**src/rtl/serial_in_loader_4b.sv**
```systemverilog
// Serial-to-parallel front end for the 4-bit load register: collects an LSB-first word under a
// start/valid handshake, then presents it on data with a one-cycle ld pulse. Optional: PARITY_CHK_EN.
module serial_in_loader_4b (
  input  logic       clk,
  input  logic       rst,
  input  logic       start,
  input  logic       sin,
  input  logic       sin_valid,
  output logic [3:0] data,
  output logic       ld,
  output logic       busy,
  output logic       err
);

  typedef enum logic {
    IDLE  = 1'b0,
    SHIFT = 1'b1
  } state_t;

  // With parity the frame carries a fifth bit, so the last capture happens one count later.
`ifdef PARITY_CHK_EN
  localparam logic [2:0] LAST_CNT = 3'd4;
`else
  localparam logic [2:0] LAST_CNT = 3'd3;
`endif

  state_t     state, state_nxt;
  logic [3:0] sreg, sreg_nxt;
  logic [2:0] cnt, cnt_nxt;
  logic [3:0] data_q, data_nxt;
  logic       ld_q, ld_nxt;
  logic [3:0] shifted;
  logic       last_bit;

`ifdef PARITY_CHK_EN
  logic       err_q, err_nxt;
`endif

  assign shifted  = {sin, sreg[3:1]};
  assign last_bit = (cnt == LAST_CNT);

  // NOTE: sequential state uses non-blocking assignments only; the combinational block below
  // computes every next value with blocking assignments, so the two never race.
  always_ff @(posedge clk) begin
    if (rst) begin
      state  <= IDLE;
      sreg   <= 4'b0000;
      cnt    <= 3'd0;
      data_q <= 4'b0000;
      ld_q   <= 1'b0;
`ifdef PARITY_CHK_EN
      err_q  <= 1'b0;
`endif
    end else begin
      state  <= state_nxt;
      sreg   <= sreg_nxt;
      cnt    <= cnt_nxt;
      data_q <= data_nxt;
      ld_q   <= ld_nxt;
`ifdef PARITY_CHK_EN
      err_q  <= err_nxt;
`endif
    end
  end

  always_comb begin
    // NOTE: every output of this block gets a default first, so no path leaves one unassigned
    // and no latch is inferred. ld/err default low, which makes them single-cycle pulses.
    state_nxt = state;
    sreg_nxt  = sreg;
    cnt_nxt   = cnt;
    data_nxt  = data_q;
    ld_nxt    = 1'b0;
`ifdef PARITY_CHK_EN
    err_nxt   = 1'b0;
`endif

    case (state)
      IDLE: begin
        // sin_valid is deliberately not looked at here.
        if (start) begin
          state_nxt = SHIFT;
          cnt_nxt   = 3'd0;
          sreg_nxt  = 4'b0000;
        end
      end

      SHIFT: begin
        // start is ignored: a running frame cannot be restarted, only aborted by rst.
        if (sin_valid) begin
          cnt_nxt = cnt + 3'd1;
          if (last_bit) begin
            state_nxt = IDLE;
`ifdef PARITY_CHK_EN
            // sreg already holds the four data bits; sin is the even-parity bit.
            if ((^sreg) ^ sin) begin
              err_nxt = 1'b1;
            end else begin
              data_nxt = sreg;
              ld_nxt   = 1'b1;
            end
`else
            sreg_nxt = shifted;
            data_nxt = shifted;
            ld_nxt   = 1'b1;
`endif
          end else begin
            sreg_nxt = shifted;
          end
        end
      end

      default: state_nxt = IDLE;
    endcase
  end

  assign data = data_q;
  assign ld   = ld_q;
  assign busy = (state == SHIFT);

`ifdef PARITY_CHK_EN
  assign err = err_q;
`else
  assign err = 1'b0;
`endif

  // A completion always returns to IDLE, so two back-to-back pulses are impossible.
  a_ld_single : assert property (@(posedge clk) disable iff (rst) ld |=> !ld);
  a_ld_err_excl : assert property (@(posedge clk) !(ld && err));

endmodule

```
**config.mk**
```make
export PLATFORM = sky130hd
export DESIGN_NAME = serial_in_loader_4b
export DESIGN_NICKNAME = d
export VERILOG_FILES = /design/src/rtl/serial_in_loader_4b.sv
export SDC_FILE = /design/constraint.sdc
export NUM_CORES = 1
export LEC_CHECK = 0
export ABC_AREA = 1
export BUFFER_PORTS_ARGS = -buffer_cell sky130_fd_sc_hd__buf_4
export CORE_UTILIZATION = 35
export CTS_CLUSTER_DIAMETER = 80
export DETAILED_ROUTE_END_ITERATION = 10
export PLACE_DENSITY = 0.6
export SYNTH_ARGS = -nofsm -noshare
export SYNTH_HDL_FRONTEND = slang
export SYNTH_SLANG_ARGS = --single-unit
export TNS_END_PERCENT = 10
```
**constraint.sdc**
```tcl
create_clock -name clk -period 3.1 [get_ports clk]
set_input_delay 0.31 -clock clk [delete_from_list [all_inputs] [get_ports clk]]
set_output_delay 0.31 -clock clk [all_outputs]
set_load 0.005 [all_outputs]
```
==> results.cfg <==
[cells_and_area]
n_antenna_cell = 0
layout-drive-gt1-share_pct = 32.9
fillCellCount = 132
fin_nets = 82
syn_to_final_growth_pct = 19.3
fin_cells = 88
final_util_pct = 46.4

[route]
num_vias = 420
drc_errors = 0
first_pass_iters = 3
routedWlPerCell_um = 10.0
via_per_inst = 4.77
drt_iter0_drc = 3
wirelength_um = 881
antenna_left = 0

[critical_path]
arrival_ps = 1320
worst_setup_path_start_kind = flip-flop
cp_max_fo = 6
path_class = reg2reg
cp-end-kind = flip-flop
crit_required_ps = 3260

[pwr]
power_density_mw_per_mm2 = 432
p_leak_nw = 0.311
ir_drop_mv = 0.184
finalPower_uw = 271

[synthesis]
synth-edff-count = 0
yosysMostFrequentCell = nand3_1
synth_fa_ha_area_share_pct = 4.76
synth-compound-area-share_pct = 9.29
ys_seq_elements = 12
synth_top_family_by_area = simple AND/OR/NAND/NOR gates
mappedNetlistNets = 69
synth_area_per_cell_um2 = 8.48
synth.distinct_cells = 16
seq_area_frac_synth_pct = 45.7
synth_cells = 62
synth_mux_area_share_pct = 0
synth.cell_area_um2 = 526
synth_top_area_share_pct = 45.7
synth-simple-area-share_pct = 30.5
synthXorXnorAreaFrac_pct = 0
yosys-top-cells-area = dfxtp_1, nand3_1, nand2_1
synth-async-reset-ratio_pct = 0
yosys.area.top_type = dfxtp_1
synthTopCellsByCount = nand3_1, dfxtp_1, nand2_1
ys.flop_type = dfxtp_1
yosysWarnings = 0

[global_routing]
gr-usage-met2_pct = 18.3
first_global_vias = 335
gr-usage-met3_pct = 9.78
antenna_found_initial = 0
grt_max_degree = 10
grt.busiest_layer = met2
grt_pass1_wl_um = 1340
grt-ovfl-total = 0
grt_use_total_pct = 12.9
grt_use_met1_pct = 15.4

[placement]
dpl.hpwl_um = 680
dp.cells = 85
gp_congestion = 0.708
portBuffers = 10

[die]
rows = 13
ios = 12
die-area_mm2 = 0.00166
initial_utilization_pct = 38.9
coreArea_mm2 = 0.00135
die_w_um = 40.8
chipHeight_um = 40.8

[sta]
fin_worst_skew_ps = 2.82
rsz0062_at_grt = false
fin_setup_tns_ps = 0
fin_crit_ps = 1160
setup_viol = 0
min_period_over_period_pct = 37.4
slew_violations = 0
fmax_ghz = 0.862
whs_ps = 289
hold_violations = 0

[cts]
cts_resized = 0
clk_latency_ps = 260
cts_hold_buf = 0
cts.clk_slew.worst_paths_ps = 70
cts.sinks = 12
cts_tree = yes
cts_made_buffers = 3
cts_max_level = 1
cts_max_path_buffers = 2
cts-root-buf = clkbuf_4
cts_setup_buffers = 0

[outcome]
outcome = finished, final reports clean

[hold_path]
min_path_type = in2reg

[flow_run]
cap_violations = 0
==> cells in the final DEF, fill, tap and decap left out <==
cell type / instances
a21oi_1: 1
a21oi_2: 5
buf_4: 10
clkbuf_4: 3
conb_1: 1
dfxtp_1: 12
ha_1: 2
inv_1: 5
inv_2: 2
inv_4: 1
nand2_1: 12
nand2_2: 1
nand2_4: 1
nand3_1: 13
nor2_1: 2
nor2_8: 1
nor3_1: 1
==> flip-flops by register name, summed over array words and instances (netlist names) <==
register  flops
busy          1
ld            1
data          4
cnt           3
sreg          3
==> report_power, final <==
| group | internal (mW) | switching, mW | leakage (nW) |
|---|---|---|---|
| Clock | 0.0449 | 0.0444 | 0.0138 |
| Combinational | 0.00838 | 0.0139 | 0.200 |
| Sequential | 0.157 | 0.00245 | 0.0972 |
| Total | 0.210 | 0.0608 | 0.311 |
==> path summary, 6_finish.rpt <==
path | start | to | slack [ps] | cells past startpoint
worst max-delay path | cnt[0]$_SDFFE_PP0P_ | data[3]$_SDFFE_PP0P_ | 1940 | 7
worst min-delay path | rst | cnt[2]$_SDFFE_PP0P_ | 290 | 2
worst max register to register | cnt[0]$_SDFFE_PP0P_ | data[3]$_SDFFE_PP0P_ | 1940 | 7
worst min register to register | cnt[0]$_SDFFE_PP0P_ | cnt[0]$_SDFFE_PP0P_ | 470 | 1
==> per-stage QoR <==
step | setup slack, ps | area, µm²
finish | 1940 | 627
global route | 1880 | 627
CTS | 1930 | 627
detailed placement | 1940 | 604
global placement | 1950 | 604
floorplan | 2030 | 526
==> logic make-up after synthesis <==
family / count (synthesis)
AO/OA/AOI/OAI: 6
other: 1
buffers and inverters: 10
flip-flops: 12
AND/OR/NAND/NOR: 31
adder cells (fa/ha/maj): 2
==> per-layer routing <==
metal,routed length [µm],vias to the layer above
met2,344,13
met1,463,183
met5,0,-
li1,-,222
met4,9,0
met3,63,2
==> cell type report <==
type	instances	area [µm²]	share of cell area (%)
Clock buffer	3	22.5	3.59
Inverter	8	32.5	5.19
Multi-Input combinational cell	40	238	37.9
Sequential cell	12	240	38.3
Tap cell	15	18.8	2.99
Timing Repair Buffer	10	75.1	12.0
==> worst max-delay path, stage by stage, from the launching register on <==
cell and delay [ps]:
dfxtp_1 350, ha_1 150, ha_1 130, inv_1 80, nor2_8 160, inv_4 60
nand3_1 60, nand2_1 60
Power figures use the tool's default switching activity.
